`src/rtl/alloc_pkg.sv`:
```
// Shared types for the free-list allocator: chain descriptor for whole-chain frees
// and the width of the free counter.
package alloc_pkg;

  localparam int ADDR_W  = 4;
  localparam int COUNT_W = ADDR_W + 1;

  typedef struct packed {
    logic [ADDR_W-1:0]  head;
    logic [ADDR_W-1:0]  second;
    logic [ADDR_W-1:0]  tail;
    logic [COUNT_W-1:0] count;
  } vec_t;

endpackage

```
`src/rtl/bram.sv`:
```
// Dual-port link RAM: port A synchronous read, port B write. Contents are loaded at
// configuration with entry i pointing to (i+INIT_STRIDE) mod DEPTH; reset never clears it.
module bram #(
  parameter int AW          = 4,
  parameter int DW          = 4,
  parameter int DEPTH       = 16,
  parameter int INIT_STRIDE = 1
) (
  input  logic          clk,
  input  logic          a_en,
  input  logic [AW-1:0] a_addr,
  output logic [DW-1:0] a_rdata,
  input  logic          b_en,
  input  logic [AW-1:0] b_addr,
  input  logic [DW-1:0] b_wdata
);

  typedef logic [DW-1:0] mem_t [DEPTH];

  function automatic mem_t init_links();
    mem_t m;
    for (int i = 0; i < DEPTH; i++) begin
      m[i] = DW'((((i + INIT_STRIDE) % DEPTH) + DEPTH) % DEPTH);
    end
    return m;
  endfunction

  mem_t mem_r = init_links();

  // port B write
  always_ff @(posedge clk) begin
    if (b_en) mem_r[b_addr] <= b_wdata;
  end

  // port A read (old data on collision; forwarding is handled outside)
  always_ff @(posedge clk) begin
    if (a_en) a_rdata <= mem_r[a_addr];
  end

endmodule

```
`src/rtl/link_fwd.sv`:
```
// Next-head bypass: presents either the link word read last cycle (with same-cycle
// write forwarding) or an explicitly loaded value, and captures it so it holds afterwards.
module link_fwd #(
  parameter int AW       = 4,
  parameter int RST_NEXT = 1
) (
  input  logic          clk,
  input  logic          reset,
  input  logic          rd_en,
  input  logic [AW-1:0] rd_addr,
  input  logic          wr_en,
  input  logic [AW-1:0] wr_addr,
  input  logic [AW-1:0] wr_data,
  input  logic [AW-1:0] ram_rdata,
  input  logic          load_en,
  input  logic [AW-1:0] load_val,
  input  logic          load_ram,
  output logic [AW-1:0] next_addr
);

  logic          fwd_r;
  logic [AW-1:0] fwd_data_r;
  logic          sel_ram_r;
  logic [AW-1:0] next_r;
  logic [AW-1:0] rd_data_s;

  assign rd_data_s = fwd_r ? fwd_data_r : ram_rdata;
  assign next_addr = sel_ram_r ? rd_data_s : next_r;

  // forwarding flag and bypass register
  always_ff @(posedge clk) begin
    if (reset) begin
      fwd_r      <= 1'b0;
      fwd_data_r <= '0;
      sel_ram_r  <= 1'b0;
      next_r     <= AW'(RST_NEXT);
    end else begin
      fwd_r      <= rd_en && wr_en && (rd_addr == wr_addr);
      fwd_data_r <= wr_data;
      sel_ram_r  <= load_ram;
      next_r     <= load_en ? load_val : next_addr;
    end
  end

endmodule

```
`src/rtl/free_list_allocator.sv`:
```
// In-order free-list allocator with single/chain free and checkpoint rewind.
// Optional sticky error checking is enabled by defining ALLOC_ERR_EN.
module free_list_allocator
  import alloc_pkg::*;
#(
  parameter int ADDR         = ADDR_W,
  parameter int DEPTH        = 16,
  parameter int DIRECTION    = 1,
  parameter int INITIAL_ADDR = 0
) (
  input  logic            clk,
  input  logic            reset,
  input  logic            alloc_valid,
  output logic            alloc_ready,
  output logic [ADDR-1:0] alloc_addr,
  input  logic            free_valid,
  output logic            free_ready,
  input  logic [ADDR-1:0] free_addr,
  input  logic            vec_valid,
  output logic            vec_ready,
  input  vec_t            vec,
  input  logic            rewind,
  input  logic [ADDR-1:0] rewind_addr,
  input  logic [ADDR:0]   rewind_count,
  output logic [ADDR:0]   free_count,
  output logic            empty,
  output logic            full,
  output logic            err
);

  localparam int CW       = ADDR + 1;
  localparam int RST_NEXT = (((INITIAL_ADDR + DIRECTION) % DEPTH) + DEPTH) % DEPTH;
  localparam logic [CW-1:0] DEPTH_C = CW'(DEPTH);

  logic [ADDR-1:0] head_r, head_n;
  logic [CW-1:0]   cnt_r, cnt_n;
  logic            bubble_r, bubble_n;
  logic            ready_r, empty_r, full_r;
  logic [ADDR-1:0] next_s, link_val_s;
  logic            alloc_fire_s, free_fire_s, vec_fire_s, rewind_fire_s, err_set_s;
  logic            rd_en_s, wr_en_s, nxt_ld_s, nxt_ram_s;
  logic [ADDR-1:0] rd_addr_s, wr_addr_s, wr_data_s, nxt_val_s, ram_rdata_s;

  assign alloc_ready = ready_r;
  assign alloc_addr  = head_r;
  assign free_count  = cnt_r;
  assign empty       = empty_r;
  assign full        = full_r;
  assign free_ready  = !vec_valid && !rewind;
  assign vec_ready   = !rewind;

`ifdef ALLOC_ERR_EN
  logic [CW:0] gain_s, sum_s;
  logic        ovf_s, rew_bad_s;

  // legality checks; an offending operation is dropped
  always_comb begin
    gain_s        = vec_valid ? {1'b0, vec.count} : (free_valid ? (CW+1)'(1) : (CW+1)'(0));
    alloc_fire_s  = alloc_valid && ready_r && !rewind;
    sum_s         = {1'b0, cnt_r} + gain_s - (CW+1)'(alloc_fire_s);
    ovf_s         = sum_s > {1'b0, DEPTH_C};
    rew_bad_s     = rewind && (rewind_count > DEPTH_C);
    vec_fire_s    = vec_valid && !rewind && !ovf_s;
    free_fire_s   = free_valid && !vec_valid && !rewind && !ovf_s;
    rewind_fire_s = rewind && !rew_bad_s;
    err_set_s     = (alloc_valid && empty_r) || (!rewind && ovf_s) || rew_bad_s;
  end
`else
  // handshake fires; rewind cancels everything else
  always_comb begin
    alloc_fire_s  = alloc_valid && ready_r && !rewind;
    vec_fire_s    = vec_valid && !rewind;
    free_fire_s   = free_valid && !vec_valid && !rewind;
    rewind_fire_s = rewind;
    err_set_s     = 1'b0;
  end
`endif

  // freed tail links to the old head, or to old next when the old head is allocated now
  assign link_val_s = alloc_fire_s ? next_s : head_r;

  // next-state for head, counter, link writes and next-head source
  always_comb begin
    head_n    = head_r;
    cnt_n     = cnt_r;
    bubble_n  = 1'b0;
    rd_en_s   = 1'b0;
    rd_addr_s = next_s;
    wr_en_s   = 1'b0;
    wr_addr_s = free_addr;
    wr_data_s = link_val_s;
    nxt_ld_s  = 1'b0;
    nxt_val_s = link_val_s;
    nxt_ram_s = 1'b0;
    if (rewind_fire_s) begin
      head_n    = rewind_addr;
      cnt_n     = rewind_count;
      rd_en_s   = 1'b1;
      rd_addr_s = rewind_addr;
      nxt_ram_s = 1'b1;
      bubble_n  = 1'b1;
    end else if (vec_fire_s) begin
      wr_en_s   = 1'b1;
      wr_addr_s = vec.tail;
      head_n    = vec.head;
      nxt_ld_s  = 1'b1;
      nxt_val_s = (vec.count == CW'(1)) ? link_val_s : vec.second;
      cnt_n     = cnt_r + vec.count - CW'(alloc_fire_s);
    end else if (free_fire_s) begin
      wr_en_s   = 1'b1;
      head_n    = free_addr;
      nxt_ld_s  = 1'b1;
      cnt_n     = alloc_fire_s ? cnt_r : cnt_r + CW'(1);
    end else if (alloc_fire_s) begin
      head_n    = next_s;
      rd_en_s   = 1'b1;
      nxt_ram_s = 1'b1;
      cnt_n     = cnt_r - CW'(1);
    end else begin
      head_n    = head_r;
    end
  end

  // state and registered flags
  always_ff @(posedge clk) begin
    if (reset) begin
      head_r   <= ADDR'(INITIAL_ADDR);
      cnt_r    <= DEPTH_C;
      bubble_r <= 1'b0;
      ready_r  <= 1'b1;
      empty_r  <= 1'b0;
      full_r   <= 1'b1;
    end else begin
      head_r   <= head_n;
      cnt_r    <= cnt_n;
      bubble_r <= bubble_n;
      ready_r  <= (cnt_n != CW'(0)) && !bubble_n;
      empty_r  <= cnt_n == CW'(0);
      full_r   <= cnt_n == DEPTH_C;
    end
  end

`ifdef ALLOC_ERR_EN
  logic err_r;

  // sticky error
  always_ff @(posedge clk) begin
    if (reset) err_r <= 1'b0;
    else       err_r <= err_r || err_set_s;
  end

  assign err = err_r;
`else
  assign err = 1'b0;
`endif

  bram #(
    .AW(ADDR), .DW(ADDR), .DEPTH(DEPTH), .INIT_STRIDE(DIRECTION)
  ) u_link_ram (
    .clk     (clk),
    .a_en    (rd_en_s),
    .a_addr  (rd_addr_s),
    .a_rdata (ram_rdata_s),
    .b_en    (wr_en_s),
    .b_addr  (wr_addr_s),
    .b_wdata (wr_data_s)
  );

  link_fwd #(
    .AW(ADDR), .RST_NEXT(RST_NEXT)
  ) u_link_fwd (
    .clk       (clk),
    .reset     (reset),
    .rd_en     (rd_en_s),
    .rd_addr   (rd_addr_s),
    .wr_en     (wr_en_s),
    .wr_addr   (wr_addr_s),
    .wr_data   (wr_data_s),
    .ram_rdata (ram_rdata_s),
    .load_en   (nxt_ld_s),
    .load_val  (nxt_val_s),
    .load_ram  (nxt_ram_s),
    .next_addr (next_s)
  );

endmodule

```
`config.mk`:
```
export PLATFORM = sky130hd
export DESIGN_NAME = free_list_allocator
export DESIGN_NICKNAME = d
export VERILOG_FILES = /design/src/rtl/alloc_pkg.sv /design/src/rtl/bram.sv /design/src/rtl/link_fwd.sv /design/src/rtl/free_list_allocator.sv
export SDC_FILE = /design/constraint.sdc
export NUM_CORES = 1
export LEC_CHECK = 0
export CELL_PAD_IN_SITES_DETAIL_PLACEMENT = 1
export CELL_PAD_IN_SITES_GLOBAL_PLACEMENT = 1
export CORE_ASPECT_RATIO = 0.75
export CORE_UTILIZATION = 25
export CTS_BUF_LIST = sky130_fd_sc_hd__clkbuf_2
export DETAILED_ROUTE_END_ITERATION = 10
export GPL_TIMING_DRIVEN = 0
export PLACE_DENSITY_LB_ADDON = 0.1
export SYNTH_ARGS = -nofsm -noshare
export SYNTH_HDL_FRONTEND = slang
export SYNTH_SLANG_ARGS = --single-unit
```
`constraint.sdc`:
```
create_clock -name clk -period 2.55 [get_ports clk]
set_input_delay 0.51 -clock clk [delete_from_list [all_inputs] [get_ports clk]]
set_output_delay 0.51 -clock clk [all_outputs]
set_load 0.05 [all_outputs]
```
After elaboration in Yosys (flattened, before gate mapping)
Memories as Yosys holds them, arrays and structs flattened. A register that Yosys moved wholly into a read port is not among the register bits.
Index checks and enable logic that the tools add are counted.
- add/sub/neg operators: 4
- eq/ne operators: 3
- multiplexer cells: 28
- reductions and logical operators: 14
- operators with widths (cell ; count):
    4-bit 2-to-1 mux ; 13
    5-bit 2-to-1 mux ; 5
    1-bit 2-to-1 mux ; 10
    1-bit logical AND ; 9
    5-bit by 1-bit adder with 5-bit output, second input constant ; 1
    5-bit adder ; 1
    5-bit by 1-bit equality test with 1-bit output, second input constant ; 1
    5-bit equality test, second input constant ; 1
    5-bit logical NOT ; 1
    5-bit nonzero test ; 1
    5-bit by 1-bit subtractor with 5-bit output ; 1
    5-bit by 1-bit subtractor with 5-bit output, second input constant ; 1
    4-bit equality test ; 1
    1-bit logical NOT ; 3
- flip-flop bits (word level): 22
- RAM bits: 64
- bits of input ports: 36
- output and inout port bits: 15
- word-level logic and storage cells: 59
- memories: 1
- memory list (name ; depth ; width ; rd ports ; clocked after memory_dff ; write ports ; RTL line ; text):
    u_link_ram.mem_r ; 16 ; 4 ; 1 ; 1 ; 1 ; bram.sv:28 ; mem_t mem_r = init_links();

Depth between registers and ports, before layout
Gate-level depths: netlist of the first run.
- depth after elaboration: 8
- mapped depth: 13
- gate-level depth less buffers: 13

Cells and area by module
A second synthesis of the first run with hierarchy kept.
- cells, all modules: 334
- area total of the unflattened synthesis: 4474.3 um^2
- modules (own cells, without submodules) (module ; times used ; cells each ; area each (um^2) ; seq. area each (um^2)):
    bram ; 1 ; 130 ; 2706.3 ; 2042.0
    free_list_allocator ; 1 ; 155 ; 1310.0 ; 240.2
    link_fwd ; 1 ; 49 ; 457.9 ; 200.2

Worst setup path before layout of the first run
No wires, ideal clock.
- path kind: reg2reg
- start: register cnt_r[1] (netlist: free_count[1])
- end: register full_r (netlist: full)
- library setup time: 0.058 ns
- arrival time: 2.649 ns
- required time: 2.492 ns
- path slack: -0.157 ns
- cell stages (with the launch flop): 12
- buffers on the path: 0
- clock period less this slack: 2.707 ns
- path through: dfxtp_1 inv_1 ha_1 inv_1 ha_1 a21o_1 a21oi_1 xor2_1 nor3_1 a221o_1 nor4_1 o21a_1
- longest elaborated chain between the ends: 6
- elaborated cells between the ends (all ways): 10
- classes of those cells: add/sub: 4; eq/ne: 1; mux: 5
- ends and longest elaborated chain (what ; RTL line ; text):
    start, declared ; free_list_allocator.sv:36 ; logic [CW-1:0] cnt_r, cnt_n;
    start signal, assigned ; free_list_allocator.sv:135 ; cnt_r <= cnt_n;
    branches (longest 3 deep; another with 5-bit adder) ; -- ;
    5-bit 2-to-1 mux (*) ; free_list_allocator.sv:102 ; end else if (vec_fire_s) begin
    5-bit 2-to-1 mux (*) ; free_list_allocator.sv:95 ; if (rewind_fire_s) begin
    5-bit equality test (*) ; free_list_allocator.sv:139 ; full_r <= cnt_n == DEPTH_C;
    end signal, assigned ; free_list_allocator.sv:132 ; full_r <= 1'b1;
    end signal, assigned ; free_list_allocator.sv:139 ;
    end, declared ; free_list_allocator.sv:38 ; logic ready_r, empty_r, full_r;
Mark *: on every way between the ends.
A chain may end at the register's enable or synchronous reset.

Worst setup path after layout of the first run
- start: input port rewind
- end: register ready_r (netlist: alloc_ready)
- longest elaborated chain between the ends: 8
- elaborated cells between the ends (all ways): 14
- classes of those cells: add/sub: 1; mux: 6; reduce/logical: 7
- ends and longest elaborated chain (what ; RTL line ; text):
    start, declared ; free_list_allocator.sv:22 ; input logic rewind,
    branches (longest 7 deep; another with 5-bit by 1-bit subtractor with 5-bit output) ; -- ;
    1-bit logical AND (*) ; free_list_allocator.sv:137 ; ready_r <= (cnt_n != CW'(0)) && !bubble_n;
    end signal, assigned ; free_list_allocator.sv:137 ;
    end, declared ; free_list_allocator.sv:38 ;
Marks and branches as above.

==> impl_metrics.py, run 1 <==
metrics = {
    "run_status": {
        "outcome": "finished, violations left",
        "violations": "setup timing",
    },
    "die": {
        "rows": 43,
        "fp.dieH_um": 121,
        "core_area_um2": 18500,
        "start_util_pct": 25.5,
        "die_w_um": 160,
        "io_pins": 51,
        "die_area_um2": 19400,
    },
    "critical_path": {
        "ff2ff_setup_slack_ns": 0,
        "cp-end-kind": "register",
        "criticalPathCategory": "in2reg",
        "crit_required_ns": 3.09,
        "crit_fanout": 8,
        "worstSetupStartpointType": "input pin",
        "critical_path_arrival_ns": 3.14,
    },
    "sta": {
        "setup_viol": 3,
        "relSlewSlack_pct": 21.8,
        "skew_ns": 0.0446,
        "setup_ws_ns": -0.0544,
        "finalCriticalPeriod_ns": 2.60,
        "worst_slew_pin_slew_ns": 1.16,
        "finalCritPeriodShare_pct": 102,
        "rsz0062_at_grt": "true",
        "hold_viol_final": 0,
        "finalMaxSlewViolations": 0,
        "max_freq_ghz": 0.384,
    },
    "pwr": {
        "power.density_nw_per_um2": 563,
        "fin_total_pwr_uw": 3430,
        "internal_power_uw": 2190,
        "p_leak_uw": 0.00220,
        "power.share.clock_pct": 22.6,
        "power.switching_uw": 1240,
        "ir_worst_vdd_mv": 0.257,
        "pwr-share-comb_pct": 28.1,
        "switching_share_pct": 36.1,
        "seq_power_share_pct": 49.3,
    },
    "routing": {
        "drt-total-wl_um": 17000,
        "antenna_left": 0,
        "drc": 0,
        "drt-wirelength-per-cell_um": 21.8,
        "num_vias": 3883,
        "drt-initial-drc-count": 245,
        "drt-vias-per-instance": 4.97,
        "first_pass_iters": 5,
    },
    "clock_tree": {
        "root_buffer": "clkbuf_2",
        "cts_buffers": 9,
        "clkLatencyLatePin_ns": 0.64,
        "cts_max_path_buffers": 2,
        "clock_sinks": 90,
        "path_clk_slew_ns": 0.31,
        "cts_tree": "yes",
        "cts-htree-levels": 3,
    },
    "finish": {
        "layout.cells.most_common_list": "68 x edfxtp_1, 56 x nand2_1, 41 x nor2_1",
        "fill_cells": 2067,
        "multi_input_area_um2": 2300,
        "areaGrowthSynthToFinish_pct": 29.2,
        "drive_gt1_share_pct": 21.4,
        "nNetsFinal": 574,
        "final_common_cell": "edfxtp_1",
        "regArea_um2": 2500,
    },
    "global_route": {
        "grt-ovfl-total": 0,
        "globalRouteMet2Util_pct": 25.4,
        "grt_max_degree": 20,
        "top_usage_layer": "met1",
        "grt_pass1_vias": 4011,
        "use_met1_pct": 29.0,
        "grt_use_met3_pct": 4.00,
        "grt_first_pass_wirelength_um": 26000,
        "antenna_found_initial": 1,
        "grt_util_all_layers_pct": 18.6,
    },
    "job": {
        "max_cap_viol_count": 0,
    },
    "logic_synthesis": {
        "synth_cells": 451,
        "syn_area_per_cell_um2": 10.4,
        "ys_ff_latch": 90,
        "seq_area_frac_synth_pct": 52.7,
        "synthArstFlopShare_pct": 0,
        "yosys_warnings": 0,
        "synth_enable_flop_cells": 68,
        "ys.flop_type": "edfxtp_1",
        "synth.distinct_cells": 60,
        "synth_area_um2": 4710,
    },
    "place": {
        "dp_hpwl_um": 12800,
        "post-place-ws_ns": -1.29,
        "port-buffer-count": 48,
        "gp_congestion": 0.791,
    },
    "min_path": {
        "hp-class": "in2reg",
    },
}
==> state kept, by name, indices dropped and copies added, names as in the netlist <==
register,count
alloc_addr,4
alloc_ready,1
empty,1
free_count,5
full,1
u_link_fwd.fwd_data_r,4
u_link_fwd.fwd_r,1
u_link_fwd.next_r,4
u_link_fwd.sel_ram_r,1
u_link_ram.a_rdata,4
u_link_ram.mem_r,64
==> cell usage after synthesis, types with 2 or more instances <==
| library cell | instances | area share [%] |
|---|---|---|
| a211o_1 | 2 | 0.37 |
| a211oi_1 | 5 | 0.80 |
| a21boi_0 | 3 | 0.48 |
| a21o_1 | 4 | 0.64 |
| a21oi_1 | 28 | 3.0 |
| a221o_1 | 3 | 0.64 |
| a221oi_1 | 5 | 0.93 |
| a22oi_1 | 2 | 0.32 |
| a311oi_1 | 8 | 1.5 |
| a31oi_1 | 9 | 1.2 |
| and2_1 | 7 | 0.93 |
| and3_1 | 4 | 0.53 |
| buf_1 | 2 | 0.16 |
| buf_2 | 8 | 0.85 |
| buf_4 | 3 | 0.48 |
| clkbuf_1 | 8 | 0.64 |
| dfxtp_1 | 22 | 9.4 |
| edfxtp_1 | 68 | 43 |
| ha_1 | 9 | 2.4 |
| inv_1 | 22 | 1.8 |
| inv_2 | 2 | 0.16 |
| mux2_2 | 10 | 2.4 |
| mux2i_1 | 11 | 2.3 |
| mux4_2 | 4 | 1.9 |
| nand2_1 | 58 | 4.6 |
| nand2b_1 | 2 | 0.27 |
| nand3_1 | 13 | 1.4 |
| nand4_1 | 2 | 0.27 |
| nor2_1 | 49 | 3.9 |
| nor3_1 | 7 | 0.74 |
| nor3b_1 | 6 | 0.96 |
| o211ai_1 | 5 | 0.80 |
| o21a_1 | 2 | 0.32 |
| o21ai_0 | 17 | 1.8 |
| o221ai_1 | 2 | 0.37 |
| o22ai_1 | 3 | 0.40 |
| o31ai_1 | 5 | 0.80 |
| xnor2_1 | 8 | 1.5 |
| xor2_1 | 2 | 0.37 |
==> power by group through the flow <==
stage                     combinational (uW)  sequential [uW]  clock [uW]
after floorplan                          431             1760           0
final                                    961             1690         775
after detailed placement                 812             1720           0
after global placement                   803             1720           0
after CTS                                872             1690         807
after global routing                    1030             1700         865
==> what timing repair did <==
item,4_1_cts,5_1_grt
hold buffers,0,0
resized for setup,38,45
pin swaps,9,14
setup endpoints to repair,74,68
setup buffers,10,7
==> cell type report <==
cell class	count	share of cell area [%]
multi-input cells	317	37.8
clock buffers	9	0.740
plain buffers	21	1.99
repair buffers	65	10.3
clock inverters	7	1.25
inverters	24	1.54
flip-flops and latches	90	41.1
diodes	2	0.0822
well taps	247	5.08
==> metal layers <==
layer | share of wire [%] | vias to the layer above
met5 | 0 | -
met4 | 1.2 | 0
met3 | 3.7 | 16
met2 | 41 | 69
met1 | 54 | 1960
li1 | - | 1838
==> cells by family after synthesis <==
family	count (synthesis)	synth area share [%]
buffers and inverters	45	4.04
AND/OR/NAND/NOR	156	15.2
flip-flops	90	52.7
adder cells (fa/ha/maj)	10	2.82
AO/OA/AOI/OAI	114	16.6
XOR/XNOR	10	1.86
multiplexers	25	6.64
other	1	0.0796
==> path summary, 6_finish.rpt <==
path | to | startpoint | cells past startpoint
min reg2reg | u_link_fwd.fwd_data_r[3] | alloc_addr[3] | 3
max | alloc_ready | rewind | 13
max reg2reg | u_link_ram.a_rdata[3] | u_link_fwd.fwd_r | 9
min | u_link_fwd.next_r[0] | vec[9] | 3
==> worst max-delay path, stage by stage <==
cell             delay [ns]
clkdlybuf4s15_1        0.42
nand4bb_4              0.41
nand2_2                0.12
ha_4                   0.13
inv_1                  0.06
fa_2                   0.40
inv_1                  0.06
a21o_1                 0.12
a21oi_2                0.07
xnor2_2                0.26
o221ai_4               0.18
nor4b_4                0.34
a21oi_1                0.07
==> per-stage QoR <==
stage | hold WS, ns | cell area [um2] | std cells | utilization [%] | setup TNS (ns)
2_1_floorplan | 0.641 | 4720 | 452 | - | 0
3_3_place_gp | 0.586 | 5510 | 747 | 29.8 | -105.59
3_5_place_dp | 0.600 | 5510 | 747 | 29.9 | -84.16
4_1_cts | 0.497 | 5830 | 773 | 31.6 | -0.468
5_1_grt | 0.507 | 6090 | 782 | 33.0 | -0.292
6_report | 0.533 | 6090 | 782 | 33.0 | -0.0975
Note: power is estimated with default switching activity, not from simulation.
==> run 2, diff against run 1 <==
- CTS_CLUSTER_DIAMETER: not set -> 200
==> results of run 2 <==
Same layout as run 1: the final DEF is identical, and so are final timing and power.
==> run 3, diff against run 2 <==
- TNS_END_PERCENT: not set -> 30
==> run 3 against run 2 <==
Effect of this change:
- the flow now finishes without violations
- global-route usage fell by 0.26 points
- sequential cell count did not move
- critical path depth fell by 2
- critical endpoint unchanged
- largest cell class unchanged
- largest power group unchanged
==> impl_metrics.py, run 3 (synthesis results as in run 1) <==
metrics = {
    "critical_path": {
        "worstSetupStartpointType": "register",
        "critical_path_arrival_ns": 3.07,
        "path_cells": "inv_2 > ha_4 > inv_1 > ha_1 > a21o_1 > a21oi_2 > xor2_2 > nor3_2 > a221o_1 > nor4b_4 > a21oi_1",
        "crit_slowest_cell": "dfxtp_4",
        "worstReg2RegStart": "free_count[1]",
        "crit_fanout": 3,
        "crit_required_ns": 3.09,
        "cp-end-kind": "register",
        "slowest_delay_ns": 0.44,
        "r2r-end": "alloc_ready",
        "ff2ff_setup_slack_ns": 0.02,
        "criticalPathCategory": "reg2reg",
        "rr_worst_depth": 11,
    },
    "place": {
        "placed_area_um2": 5520,
        "dp_hpwl_um": 12700,
        "port-buffer-count": 48,
        "gp_congestion": 0.796,
    },
    "clock_tree": {
        "clkLatencyLatePin_ns": 0.64,
        "cts_tree": "yes",
        "cts_max_path_buffers": 2,
        "cts_buffers": 9,
        "cts-htree-levels": 3,
        "path_clk_slew_ns": 0.29,
        "clock_sinks": 90,
        "root_buffer": "clkbuf_2",
    },
    "finish": {
        "largest_reg_flops": 64,
        "stdcell_area_um2": 6010,
        "fill_cells": 2077,
        "final_common_cell": "edfxtp_1",
        "nNetsFinal": 570,
        "final_util_pct": 32.6,
        "areaGrowthSynthToFinish_pct": 27.7,
        "drive_gt1_share_pct": 20.2,
        "largest-register": "u_link_ram.mem_r",
        "layout.cells.most_common_list": "68 x edfxtp_1, 57 x nand2_1, 42 x nor2_1",
    },
    "sta": {
        "finalMaxSlewViolations": 0,
        "skew_ns": 0.0301,
        "worst_slew_pin_slew_ns": 0.844,
        "finalCriticalPeriod_ns": 2.53,
        "hold_viol_final": 0,
        "rsz0062_at_grt": "true",
        "max_freq_ghz": 0.395,
        "relSlewSlack_pct": 43.3,
        "finalCritPeriodShare_pct": 99.2,
        "setup_viol": 0,
    },
    "run_status": {
        "outcome": "finished, final reports clean",
    },
    "die": {
        "core_area_um2": 18500,
        "start_util_pct": 25.5,
        "io_pins": 51,
        "die_area_um2": 19400,
        "die_w_um": 160,
        "fp.dieH_um": 121,
        "rows": 43,
    },
    "pwr": {
        "fin_total_pwr_uw": 3400,
        "p_leak_uw": 0.00218,
        "ir_worst_vdd_mv": 0.259,
        "power.density_nw_per_um2": 566,
    },
    "global_route": {
        "grt_first_pass_wirelength_um": 25500,
        "grt_pass1_vias": 4060,
        "grt_max_degree": 20,
        "grt-ovfl-total": 0,
        "grt_util_all_layers_pct": 18.3,
        "antenna_found_initial": 1,
    },
    "routing": {
        "drt-wirelength-per-cell_um": 21.5,
        "drt-vias-per-instance": 5.01,
        "drc": 0,
        "drt-initial-drc-count": 265,
        "drt-total-wl_um": 16700,
        "num_vias": 3896,
        "antenna_left": 0,
        "first_pass_iters": 6,
    },
    "job": {
        "max_cap_viol_count": 0,
    },
    "min_path": {
        "hp-class": "in2reg",
        "min_from": "vec[9]",
        "min_to": "u_link_fwd.next_r[0]",
        "whs_path_depth": 3,
    },
}
[run 3: what timing repair did]
item	4_1_cts	5_1_grt
hold buffers	0	0
pin swaps	10	6
setup endpoints to repair	76	65
setup buffers	9	3
gates resized for setup	52	31
hold endpoints to repair	0	0
[run 3: report_power, final]
group          switching (uW)  internal [uW]  total, uW
Combinational             576            356        932
Clock                     609            174        784
Sequential               42.1           1650       1690
[run 3: cell type report]
type	count	area [um2]	area share (%)
Sequential cell	90	2500	41.6
Multi-Input combinational cell	317	2280	38.0
Buffer	21	123	2.04
Clock buffer	9	45.0	0.749
Timing Repair Buffer	61	578	9.61
Clock inverter	7	78.8	1.31
Inverter	24	90.1	1.50
Tap cell	247	309	5.14
Antenna cell	2	5.00	0.0832
[run 3: metrics by stage]
step,cells,TNS (ns),setup slack [ns],hold WS [ns]
2_1_floorplan,452,-0.0631,-0.0631,0.641
3_3_place_gp,747,-107.00,-1.68,0.586
3_5_place_dp,748,-78.85,-1.30,0.599
4_1_cts,773,-0.319,-0.103,0.484
5_1_grt,778,-0.0868,-0.0868,0.520
6_report,778,0,0.0209,0.535
[run 3: per-layer routing]
| layer | share of wire (%) | global-route usage [%] | wire length, um | vias to the layer above |
|---|---|---|---|---|
| li1 | - | - | - | 1826 |
| met1 | 54 | 28.1 | 9120 | 1987 |
| met2 | 41 | 25.6 | 6830 | 72 |
| met3 | 3.9 | 3.79 | 645 | 11 |
| met4 | 0.94 | 4.64 | 158 | 0 |
| met5 | 0 | 0 | 0 | - |
[run 3: critical path, delay by kind of cell (launching register included)]
family,cells,cell delay [ns]
adder cells (fa/ha/maj),2,0.56
buffers and inverters,2,0.11
XOR/XNOR,1,0.21
AND/OR/NAND/NOR,2,0.37
flip-flops,1,0.44
AO/OA/AOI/OAI,4,0.75
[run 3: worst max-delay path by stage]
stage	startpoint	to	slack (ns)	cells past startpoint
3_3_place_gp	rewind	u_link_fwd.next_r[2]	-1.68	7
4_1_cts	u_link_fwd.fwd_r	u_link_ram.a_rdata[2]	-0.10	6
2_1_floorplan	alloc_ready	alloc_ready	-0.06	12
6_report	free_count[1]	alloc_ready	0.02	11
3_5_place_dp	rewind	alloc_ready	-1.30	14
5_1_grt	free_count[0]	alloc_ready	-0.09	12
